==> config.mk <==
export PLATFORM = sky130hd
export DESIGN_NAME = lfsr_hd_stats
export DESIGN_NICKNAME = d
export VERILOG_FILES = /design/src/rtl/lfsr_pkg.sv /design/src/rtl/lfsr_seq_div.sv /design/src/rtl/lfsr_hd_stats.sv
export SDC_FILE = /design/constraint.sdc
export NUM_CORES = 1
export LEC_CHECK = 0
export CAP_MARGIN = 20
export CORE_UTILIZATION = 25
export DETAILED_ROUTE_END_ITERATION = 16
export GPL_TIMING_DRIVEN = 0
export HOLD_SLACK_MARGIN = 0.12
export SYNTH_ARGS = -nofsm -noshare
export SYNTH_HDL_FRONTEND = slang
export SYNTH_SLANG_ARGS = --single-unit
==> constraint.sdc <==
create_clock -name clk -period 7.2 [get_ports clk]
set_clock_uncertainty 0.2 [all_clocks]
set_input_delay 1.8 -clock clk [delete_from_list [all_inputs] [get_ports clk]]
set_output_delay 1.8 -clock clk [all_outputs]
set_load 0.1 [all_outputs]
==> src/rtl/lfsr_pkg.sv <==
// Shared FSM type and datapath helpers for the LFSR Hamming-distance statistics engine.
package lfsr_pkg;

  localparam int LFSR_MAX_W = 64;
  localparam int LFSR_IDX_W = 6;

  typedef enum logic [1:0] {
    ST_IDLE = 2'd0,
    ST_RUN  = 2'd1,
    ST_DIV  = 2'd2
  } lfsr_state_e;

  // Galois step on the low 'width' bits; bit 0 of the tap mask never feeds back.
  function automatic logic [LFSR_MAX_W-1:0] lfsr_next(
    input logic [LFSR_MAX_W-1:0] q,
    input logic [LFSR_MAX_W-1:0] taps,
    input int                    width
  );
    logic                  msb;
    logic [LFSR_IDX_W-1:0] msb_idx;
    logic [LFSR_MAX_W-1:0] nxt;
    msb_idx = LFSR_IDX_W'(width - 1);
    msb     = q[msb_idx];
    nxt     = '0;
    nxt[0]  = msb;
    for (int k = 1; k < LFSR_MAX_W; k++) begin
      if (k < width) nxt[k] = q[k-1] ^ (taps[k] & msb);
      else nxt[k] = 1'b0;
    end
    return nxt;
  endfunction

  function automatic logic [7:0] popcount(input logic [LFSR_MAX_W-1:0] v);
    logic [7:0] cnt;
    cnt = 8'd0;
    for (int k = 0; k < LFSR_MAX_W; k++) cnt = cnt + {7'd0, v[k]};
    return cnt;
  endfunction

endpackage

==> src/rtl/lfsr_seq_div.sv <==
// Restoring divider producing one quotient bit per cycle; done pulses DW cycles after start.
// A zero divisor yields zero quotient and remainder with the same latency.
module lfsr_seq_div #(
  parameter int DW = 20,
  parameter int VW = 16,
  parameter int QW = 4
) (
  input  logic          clk,
  input  logic          reset,
  input  logic          clr_i,
  input  logic          start_i,
  input  logic [DW-1:0] dividend_i,
  input  logic [VW-1:0] divisor_i,
  output logic          done_o,
  output logic [QW-1:0] quot_o,
  output logic [VW-1:0] rem_o
);
  localparam int CW = $clog2(DW + 1);

  logic          busy_q;
  logic [CW-1:0] cnt_q;
  logic [DW-1:0] dvd_q;
  logic [VW-1:0] part_q;
  logic [VW-1:0] dvs_q;
  logic          done_q;
  logic [QW-1:0] quot_q;
  logic [VW-1:0] rem_q;

  logic [VW:0]   shift_s;
  logic          ge_s;
  logic [VW-1:0] part_nxt_s;
  logic [DW-1:0] dvd_nxt_s;
  logic          last_s;

  // One restoring iteration: the dividend register shifts the quotient bits in from the right.
  always_comb begin
    shift_s = {part_q, dvd_q[DW-1]};
    ge_s    = (shift_s >= {1'b0, dvs_q});
    if (ge_s) part_nxt_s = shift_s[VW-1:0] - dvs_q;
    else part_nxt_s = shift_s[VW-1:0];
    dvd_nxt_s = {dvd_q[DW-2:0], ge_s};
    last_s    = (cnt_q == CW'(DW - 1));
  end

  // Iteration sequencing and registered results.
  always_ff @(posedge clk) begin
    if (reset) begin
      busy_q <= 1'b0;
      cnt_q  <= '0;
      dvd_q  <= '0;
      part_q <= '0;
      dvs_q  <= '0;
      done_q <= 1'b0;
      quot_q <= '0;
      rem_q  <= '0;
    end else begin
      done_q <= 1'b0;
      if (clr_i) begin
        quot_q <= '0;
        rem_q  <= '0;
      end
      if (start_i) begin
        busy_q <= 1'b1;
        cnt_q  <= '0;
        dvd_q  <= dividend_i;
        part_q <= '0;
        dvs_q  <= divisor_i;
      end else if (busy_q) begin
        part_q <= part_nxt_s;
        dvd_q  <= dvd_nxt_s;
        cnt_q  <= cnt_q + CW'(1);
        if (last_s) begin
          busy_q <= 1'b0;
          done_q <= 1'b1;
          if (dvs_q == '0) begin
            quot_q <= '0;
            rem_q  <= '0;
          end else begin
            quot_q <= dvd_nxt_s[QW-1:0];
            rem_q  <= part_nxt_s;
          end
        end
      end
    end
  end

  assign done_o = done_q;
  assign quot_o = quot_q;
  assign rem_o  = rem_q;

endmodule

==> src/rtl/lfsr_hd_stats.sv <==
// Self-timed LFSR pattern engine: streams each state to a memory write port and reports
// the accumulated and average per-step Hamming distance.
module lfsr_hd_stats
  import lfsr_pkg::*;
#(
  parameter int WIDTH = 8,
  parameter int CNT_W = 16,
  parameter int AW    = 8
) (
  input  logic                               clk,
  input  logic                               reset,
  input  logic                               start,
  input  logic [WIDTH-1:0]                   seed,
  input  logic [WIDTH-1:0]                   taps,
  input  logic [CNT_W-1:0]                   n_steps,
  input  logic [AW-1:0]                      base_addr,
  output logic                               busy,
  output logic                               done,
  output logic [WIDTH-1:0]                   lfsr_q,
  output logic [$clog2(WIDTH+1)-1:0]         hd,
  output logic [CNT_W+$clog2(WIDTH+1)-1:0]   hd_total,
  output logic [$clog2(WIDTH+1)-1:0]         avg,
  output logic [CNT_W-1:0]                   avg_rem,
  output logic                               mem_we,
  output logic [AW-1:0]                      mem_addr,
  output logic [WIDTH-1:0]                   mem_wdata
);
  localparam int HDW   = $clog2(WIDTH + 1);
  localparam int ACC_W = CNT_W + HDW;

  lfsr_state_e      state_q;
  logic [WIDTH-1:0] lfsr_st_q;
  logic [WIDTH-1:0] taps_q;
  logic [CNT_W-1:0] nsteps_q;
  logic [AW-1:0]    base_q;
  logic [CNT_W-1:0] cnt_q;
  logic [HDW-1:0]   hd_q;
  logic [ACC_W-1:0] tot_q;
  logic             busy_q;
  logic             we_q;
  logic [AW-1:0]    addr_q;
  logic [WIDTH-1:0] wdata_q;

  logic [WIDTH-1:0] lfsr_nxt_s;
  logic [HDW-1:0]   hd_step_s;
  logic [ACC_W-1:0] tot_d;
  logic             last_step_s;
  logic             div_clr_s;
  logic             div_start_s;
  logic [ACC_W-1:0] div_dvd_s;
  logic [CNT_W-1:0] div_dvs_s;

  // Step datapath and divider launch; the final step's HD is forwarded straight into the divider.
  always_comb begin
    lfsr_nxt_s  = WIDTH'(lfsr_next(LFSR_MAX_W'(lfsr_st_q), LFSR_MAX_W'(taps_q), WIDTH));
    hd_step_s   = HDW'(popcount(LFSR_MAX_W'(lfsr_st_q ^ lfsr_nxt_s)));
    tot_d       = tot_q + ACC_W'(hd_step_s);
    last_step_s = (cnt_q == nsteps_q - CNT_W'(1));
    div_clr_s   = 1'b0;
    div_start_s = 1'b0;
    div_dvd_s   = '0;
    div_dvs_s   = '0;
    if (state_q == ST_IDLE) begin
      div_clr_s   = start;
      div_start_s = start && (n_steps == '0);
    end else if (state_q == ST_RUN) begin
      div_start_s = last_step_s;
      div_dvd_s   = tot_d;
      div_dvs_s   = nsteps_q;
    end else begin
      div_start_s = 1'b0;
    end
  end

  // Control FSM with registered status, statistics and memory-port outputs.
  always_ff @(posedge clk) begin
    if (reset) begin
      state_q   <= ST_IDLE;
      lfsr_st_q <= '0;
      taps_q    <= '0;
      nsteps_q  <= '0;
      base_q    <= '0;
      cnt_q     <= '0;
      hd_q      <= '0;
      tot_q     <= '0;
      busy_q    <= 1'b0;
      we_q      <= 1'b0;
      addr_q    <= '0;
      wdata_q   <= '0;
    end else begin
      we_q <= 1'b0;
      case (state_q)
        ST_IDLE: begin
          if (start) begin
            lfsr_st_q <= (seed == '0) ? WIDTH'(1'b1) : seed;
            taps_q    <= taps;
            nsteps_q  <= n_steps;
            base_q    <= base_addr;
            hd_q      <= '0;
            tot_q     <= '0;
            cnt_q     <= '0;
            busy_q    <= 1'b1;
            state_q   <= (n_steps == '0) ? ST_DIV : ST_RUN;
          end
        end
        ST_RUN: begin
          lfsr_st_q <= lfsr_nxt_s;
          hd_q      <= hd_step_s;
          tot_q     <= tot_d;
          we_q      <= 1'b1;
          addr_q    <= base_q + AW'(cnt_q);
          wdata_q   <= lfsr_nxt_s;
          if (last_step_s) begin
            cnt_q   <= '0;
            state_q <= ST_DIV;
          end else begin
            cnt_q <= cnt_q + CNT_W'(1);
          end
        end
        ST_DIV: begin
          // Mirrors the divider's iteration count so busy drops on the edge that raises done.
          if (cnt_q == CNT_W'(ACC_W - 1)) begin
            cnt_q   <= '0;
            busy_q  <= 1'b0;
            state_q <= ST_IDLE;
          end else begin
            cnt_q <= cnt_q + CNT_W'(1);
          end
        end
        default: begin
          state_q <= ST_IDLE;
          busy_q  <= 1'b0;
        end
      endcase
    end
  end

  lfsr_seq_div #(
    .DW(ACC_W),
    .VW(CNT_W),
    .QW(HDW)
  ) u_div (
    .clk        (clk),
    .reset      (reset),
    .clr_i      (div_clr_s),
    .start_i    (div_start_s),
    .dividend_i (div_dvd_s),
    .divisor_i  (div_dvs_s),
    .done_o     (done),
    .quot_o     (avg),
    .rem_o      (avg_rem)
  );

  assign busy      = busy_q;
  assign lfsr_q    = lfsr_st_q;
  assign hd        = hd_q;
  assign hd_total  = tot_q;
  assign mem_we    = we_q;
  assign mem_addr  = addr_q;
  assign mem_wdata = wdata_q;

endmodule

==> summary.txt, run 1 <==
Timing
  – Min Tclk post-route: 6.41 ns
  – Fin. max-slew vios: 0
  – Setup ws final: 0.791 ns
  – Worst Tran Pin Value: 1.06 ns
  – F_max: 156 MHz
  – Sum Neg Setup Slack: 0 ns
  – Max-slew headroom: 29.2%
  – Final Cycle Share: 89.0%
  – RSZ-0062 raised after global routing: no
  – Final setup vio count: 0
  – Final hold viol count: 0

Logic synthesis
  – Ys flop type: dfxtp_1
  – Synthesized flop and latch total: 178
  – Unique masters post-synth: 72
  – Area leader, netlist: dfxtp_1
  – Synth top area share: 36.7%
  – Seq/Total Area, Yosys: 36.7%
  – Syn nets: 1254
  – Yosys warns: 0
  – Post-synth EDFFs: 0
  – Syn Std Cell Area: 9710 um^2
  – Async set or reset register ratio after synthesis: 0%
  – Synth top area cells: dfxtp_1, nand2_1, nor2_1
  – Mean Syn Cell Area: 8.32 um^2
  – Post-synthesis instance total: 1167

Clocking
  – CTS H-Tree Depth: 4
  – CTS root buf: clkbuf_16
  – Total CTS buffers: 17
  – Reg clk slew, reported paths: 0.08 ns
  – Max clock buf depth: 2
  – Post-CTS Resized: 0
  – Clk_lat worst skew: 0.45 ns
  – Postcts setup bufs: 0
  – Clk sink count: 178
  – TritonCTS clock tree: yes
  – Post-CTS Hold Buffers: 0

Setup path
  – Data required time of the critical path: 7.32 ns
  – Startpoint types: flip-flop
  – R2R Setup Slk: 0.79 ns
  – CP endpoint kind: flip-flop
  – Setup Crit Path Kind: reg2reg
  – Worst-path fanout max: 10
  – CP Data Arrival Time: 6.53 ns

Die
  – Starting Density: 25.6%
  – Rows: 71
  – Die boundary height: 199 um
  – Die area: 39600 um^2
  – Core Box Area: 37900 um^2
  – Io pins: 114
  – Die Width: 199 um

Layout
  – # nets final: 1385
  – Filler cell count in the final layout: 4042
  – Layout cells sized above 1: 7.02%
  – Diode count: 0
  – Finished Cell Area: 12000 um^2
  – Commonest non-fill, non-tap cell in the layout: dfxtp_1
  – Fin cells: 1822
  – Synth-to-layout area growth: 24.0%
  – Most frequent cells in the layout: dfxtp_1, nand2_1, nor2_1

Route
  – Vias/cell: 4.72
  – WL/cell: 15.6 um
  – # DRC: 0
  – Total number of vias: 8592
  – Final ANT Viol Nets: 0
  – Total detailed-routing wirelength: 28.4 mm
  – DR pass1 iterations: 4
  – Initial drt markers: 406

Global routing
  – First-pass GRT wire length: 45.3 mm
  – Largest net degree at the start of global routing: 19
  – Total congestion overflow: 0
  – GRT Total Usage: 14.6%
  – Antenna violations before repair: 2
  – Number of global-route vias before repair: 8474

Place
  – Port Buf Inserts: 112
  – Area of placed instances: 11500 um^2
  – DP Worst Slack: 0.861 ns
  – Dpl cells: 1790
  – HPWL Detailed: 21.8 mm
  – GPL Wtd Cong: 0.870

Pwr
  – VDD IR max: 0.382 mV
  – PwrDens: 352 nW/um^2
  – Leakage: 4.39 nW
  – Pwr Total: 0.00423 W

Min path
  – Worst hold path class: reg2reg

Run status
  – Outcome: completed

Run
  – MaxCap Viol Count: 0
-- cell usage after synthesis, types with 3 or more instances --
| library cell | instances |
|---|---|
| nand2b_1 | 13 |
| nor2_1 | 139 |
| mux2_2 | 9 |
| clkbuf_1 | 44 |
| dfxtp_1 | 178 |
| a211oi_1 | 32 |
| nand4_1 | 14 |
| o21ai_0 | 43 |
| nor2b_1 | 15 |
| buf_1 | 11 |
| nor3_1 | 26 |
| buf_6 | 5 |
| a21o_1 | 12 |
| a22oi_1 | 19 |
| nand3_1 | 20 |
| o21ai_2 | 10 |
| buf_4 | 5 |
| xor2_1 | 49 |
| nor4_1 | 17 |
| ha_1 | 37 |
| o21a_1 | 6 |
| nor3b_1 | 4 |
| xnor2_1 | 38 |
| and3_1 | 10 |
| nand2_1 | 154 |
| and2_1 | 6 |
| a211oi_2 | 10 |
| or4_1 | 3 |
| a32oi_1 | 4 |
| o211ai_1 | 5 |
| or3_1 | 8 |
| a21oi_1 | 78 |
| mux2i_1 | 44 |
| inv_1 | 41 |
| fa_1 | 7 |
| a31oi_1 | 4 |
| buf_2 | 4 |
-- layer usage --
layer,track usage (%),wire length (um),up-vias
met3,3.36,1580,23
met4,2.91,225,4
li1,-,-,4323
met2,23.9,12800,198
met1,19.5,13800,4044
met5,0,26,-
-- area by class of cell --
cell class              instances  area, um^2  share of cell area, %
flip-flops and latches        178        3560                   29.6
repair buffers                112        1120                   9.31
inverters                      41         154                   1.28
well taps                     511         639                   5.31
clock buffers                  18         429                   3.56
plain buffers                  71         330                   2.74
clock inverters                14         139                   1.15
multi-input cells             877        5660                   47.0
-- state kept, by name, summed over array words and instances (netlist names), 7 cells and up --
name,count
mem_addr,8
cnt_q,16
mem_wdata,8
u_div.part_q,16
lfsr_q,8
taps_q,7
base_q,8
nsteps_q,16
u_div.rem_o,16
hd_total,20
u_div.dvd_q,20
u_div.dvs_q,16
-- where the power goes --
| group | internal [W] | switching (W) |
|---|---|---|
| Clock | 0.000462 | 0.000456 |
| Combinational | 0.000663 | 0.00148 |
| Sequential | 0.00108 | 0.0000961 |
-- worst paths after layout --
| path | endpoint | start | cells after the start |
|---|---|---|---|
| worst max-delay path | hd_total[18]$_SDFFE_PP0P_ | lfsr_q[7]$_SDFFE_PP0P_ | 22 |
| worst min-delay path | u_div.rem_o[11]$_SDFF_PP0_ | u_div.rem_o[11]$_SDFF_PP0_ | 2 |
| worst max register to register | hd_total[18]$_SDFFE_PP0P_ | lfsr_q[7]$_SDFFE_PP0P_ | 22 |
| worst min register to register | u_div.rem_o[11]$_SDFF_PP0_ | u_div.rem_o[11]$_SDFF_PP0_ | 2 |
-- per-stage QoR --
step	utilization, %	hold WS, ns
finish	31.7	0.250
global route	31.7	0.279
CTS	31.7	0.256
detailed placement	30.2	0.241
global placement	30.2	0.239
floorplan	-	0.236
-- cells by family (layout without fill, tap and decap cells) --
kind of cell | after synthesis | in the layout | synth area share (%)
flip-flops | 178 | 178 | 36.7
AO/OA/AOI/OAI | 245 | 245 | 17.0
XOR/XNOR | 87 | 87 | 7.85
buffers and inverters | 112 | 256 | 4.99
AND/OR/NAND/NOR | 448 | 448 | 21.6
adder cells (fa/ha/maj) | 44 | 44 | 6.21
multiplexers | 53 | 53 | 5.58
-- worst max-delay path, stage by stage, from the launching register on --
cell	delay, ns
dfxtp_1	0.43
buf_1	0.42
nand2_1	0.12
xor2_1	0.32
xor2_1	0.14
fa_1	0.53
inv_1	0.06
fa_1	0.53
inv_1	0.05
fa_1	0.53
inv_1	0.05
ha_1	0.22
fa_1	0.55
inv_1	0.08
fa_1	0.41
nor2b_1	0.16
o21ai_0	0.12
a21oi_1	0.42
and3_1	0.31
nand3_1	0.14
mux2_2	0.30
a22oi_1	0.13
nor2_1	0.05
Note: power is estimated with default switching activity, not from simulation.
==> inputs of run 2 (changes only) <==
==> constraint.sdc (replaced) <==
create_clock -name clk -period 7.2 [get_ports clk]
set_clock_uncertainty 0.2 [all_clocks]
set_input_delay 1.8 -clock clk [delete_from_list [all_inputs] [get_ports clk]]
set_output_delay 1.8 -clock clk [all_outputs]
set_load 0.005 [all_outputs]
==> results of run 2 <==
The final DEF is identical to that of run 1. Status: completed.
Main changes from that run: total power 0.00423 W -> 0.00385 W; worst IR drop on VDD 0.382 mV -> 0.257 mV
==> inputs of run 3 (changes only) <==
--- a/config.mk
+++ b/config.mk
@@ -5,11 +5,11 @@
 export SDC_FILE = /design/constraint.sdc
 export NUM_CORES = 1
 export LEC_CHECK = 0
-export CAP_MARGIN = 20
 export CORE_UTILIZATION = 25
 export DETAILED_ROUTE_END_ITERATION = 16
 export GPL_TIMING_DRIVEN = 0
 export HOLD_SLACK_MARGIN = 0.12
+export PLACE_DENSITY_LB_ADDON = 0.2
 export SYNTH_ARGS = -nofsm -noshare
 export SYNTH_HDL_FRONTEND = slang
 export SYNTH_SLANG_ARGS = --single-unit
==> run 3 against run 2 <==
Effect of this change:
- critical path depth decreased by 1
- cell count unchanged
- flip-flop and latch count unchanged
- cell area increased by 0.47%
- global-route usage increased by 0.74 points
- first-iteration DRC count increased by 7.4%
- total power increased by 2.1%
- combinational power about the same
- via count decreased by 0.62%
- sequential power about the same
- critical path type unchanged
- largest cell class unchanged
==> summary.txt, run 3 (same netlist as run 1, synthesis figures left out) <==
Clocking
  – CTS root buf: clkbuf_16
  – Total CTS buffers: 17 (unchanged)
  – Reg clk slew, reported paths: 0.07 ns (about the same)
  – Post-CTS Hold Buffers: 0 (unchanged)
  – Clk sink count: 178 (unchanged)
  – CTS H-Tree Depth: 4 (unchanged)
  – TritonCTS clock tree: yes
  – Post-CTS Resized: 0 (unchanged)
  – Postcts setup bufs: 0 (unchanged)
  – Max clock buf depth: 2 (unchanged)
  – Clk_lat worst skew: 0.45 ns (about the same)

Setup path
  – Worst-path fanout max: 10 (unchanged)
  – CP Data Arrival Time: 6.61 ns (+0.08 ns)
  – CP most frequent cell: fa_1
  – Crit path max-delay cell type: fa_1
  – CP endpoint kind: flip-flop
  – R2R Setup Slk: 0.69 ns (-0.10 ns)
  – Crit path cell chain: buf_1 -> nand2_1 -> xor2_1 -> xor2_1 -> fa_1 -> inv_1 -> fa_1 -> inv_1 -> fa_1 -> inv_1 -> ha_1 -> fa_1 -> inv_1 -> fa_1 -> nor2b_1 -> o21ai_0 -> a21oi_1 -> and3_1 -> nand3_1 -> xor2_1 -> a211oi_2
  – Startpoint types: flip-flop
  – Largest stage delay, worst path: 0.58 ns (+0.03 ns)
  – Setup Crit Path Kind: reg2reg
  – Data required time of the critical path: 7.30 ns (-0.02 ns)

Timing
  – Setup ws final: 0.688 ns (-0.103 ns)
  – Final hold viol count: 0 (unchanged)
  – Max-slew headroom: 44.0%
  – Min Tclk post-route: 6.51 ns (+0.103 ns)
  – RSZ-0062 raised after global routing: no
  – Hold WS: 0.252 ns (+0.00251 ns)
  – Fin. max-slew vios: 0 (unchanged)
  – Worst Tran Pin Value: 0.839 ns
  – Final Cycle Share: 90.5% (+1.4 points)
  – Final setup vio count: 0 (unchanged)
  – F_max: 154 MHz (-1.6%)
  – Sum Neg Setup Slack: 0 ns (unchanged)

Route
  – DR pass1 iterations: 5 (+1)
  – Final ANT Viol Nets: 0 (unchanged)
  – Vias/cell: 4.69 (-0.62%)
  – Initial drt markers: 436 (+7.4%)
  – Total detailed-routing wirelength: 29.7 mm (+4.3%)
  – Total number of vias: 8539 (-0.62%)
  – WL/cell: 16.3 um (+4.3%)
  – # DRC: 0 (unchanged)

Pwr
  – VDD IR max: 0.338 mV
  – Sequential share of power: 29.9%
  – PwrDens: 325 nW/um^2
  – P_int: 0.00231 W
  – Switching Share: 41.3%
  – P_sw: 0.00162 W
  – Leakage: 4.41 nW (+0.39%)
  – Combinational Power Share: 44.5%
  – Power share of the clock group: 25.6%

Place
  – Port Buf Inserts: 112 (unchanged)
  – DP Worst Slack: 0.727 ns (-0.134 ns)
  – GPL Wtd Cong: 0.835 (-4.0%)
  – HPWL Detailed: 22.6 mm (+3.7%)

Global routing
  – GRT Total Usage: 15.3% (+0.74 points)
  – Largest net degree at the start of global routing: 18 (-1)
  – Total congestion overflow: 0 (unchanged)
  – Number of global-route vias before repair: 8393 (-0.96%)
  – Antenna violations before repair: 2 (unchanged)
  – First-pass GRT wire length: 46.6 mm (+2.9%)

Die
  – Die boundary height: 199 um (unchanged)
  – Rows: 71 (unchanged)
  – Core Box Area: 37900 um^2 (unchanged)
  – Die Width: 199 um (unchanged)
  – Starting Density: 25.6% (unchanged)
  – Io pins: 114 (unchanged)
  – Die area: 39600 um^2 (unchanged)

Layout
  – Diode count: 0 (unchanged)
  – Synth-to-layout area growth: 24.6%
  – Most frequent cells in the layout: dfxtp_1, nand2_1, nor2_1
  – Layout cells sized above 1: 7.09% (+0.076 points)
  – # nets final: 1385 (unchanged)
  – Filler cell count in the final layout: 4071 (+0.72%)
  – Commonest non-fill, non-tap cell in the layout: dfxtp_1

Run
  – MaxCap Viol Count: 0 (unchanged)

Run status
  – Outcome: completed

Min path
  – Worst hold path class: reg2reg
## run 3: cell count changes in the layout (fill, tap and decap cells not counted)
cell,before,now
clkinvlp_4,0,2
clkbuf_1,45,44
bufinv_16,0,3
inv_8,5,1
## run 3: power by group through the flow
stage	clock network, W	registers, W	logic, W
6_report	0.00101	0.00117	0.00175
5_1_grt	0.00108	0.00119	0.00195
4_1_cts	0.00104	0.00117	0.00177
3_5_place_dp	0	0.00119	0.00175
3_3_place_gp	0	0.00120	0.00173
2_1_floorplan	0	0.00117	0.00114
## run 3: cell type report
cell class / count / area, um^2 / area share, %
Clock inverter: 15 / 199 / 1.64
Inverter: 41 / 154 / 1.27
Timing Repair Buffer: 112 / 1120 / 9.27
Clock buffer: 17 / 425 / 3.52
Buffer: 71 / 330 / 2.73
Multi-Input combinational cell: 877 / 5660 / 46.8
Sequential cell: 178 / 3560 / 29.5
Tap cell: 511 / 639 / 5.29
## run 3: path summary, 6_finish.rpt
kind,startpoint,end,cells after the start
setup / recovery,lfsr_q[7]$_SDFFE_PP0P_,u_div.dvd_q[18]$_SDFFE_PP0P_,21
setup reg to reg,lfsr_q[7]$_SDFFE_PP0P_,u_div.dvd_q[18]$_SDFFE_PP0P_,21
hold / removal,u_div.rem_o[11]$_SDFF_PP0_,u_div.rem_o[11]$_SDFF_PP0_,2
hold reg to reg,u_div.rem_o[11]$_SDFF_PP0_,u_div.rem_o[11]$_SDFF_PP0_,2
## run 3: worst max-delay path, delay by kind of cell, from the launching register on
kind	cells	cell delay, ns
buffers and inverters	5	0.67
AND/OR/NAND/NOR	4	0.79
XOR/XNOR	3	0.82
flip-flops	1	0.42
adder cells (fa/ha/maj)	6	2.80
AO/OA/AOI/OAI	3	0.66
## run 3: through the flow
step	total power (W)	cells	instance area [um^2]	util [%]
after floorplan	0.00231	1167	9710	-
after global placement	0.00292	1790	11500	30.2
after detailed placement	0.00294	1790	11500	30.2
after CTS	0.00397	1822	12100	31.9
after global routing	0.00422	1822	12100	31.9
final	0.00393	1822	12100	31.9
## run 3: metal layers
layer	up-vias	share of wire [%]	routed length, um	GRT usage (%)
met4	2	2.1	618	5.21
met2	168	44	13100	24.0
met3	36	3.9	1150	3.27
met5	-	0.047	14	0
met1	4013	50	14700	20.7
li1	4320	-	-	-
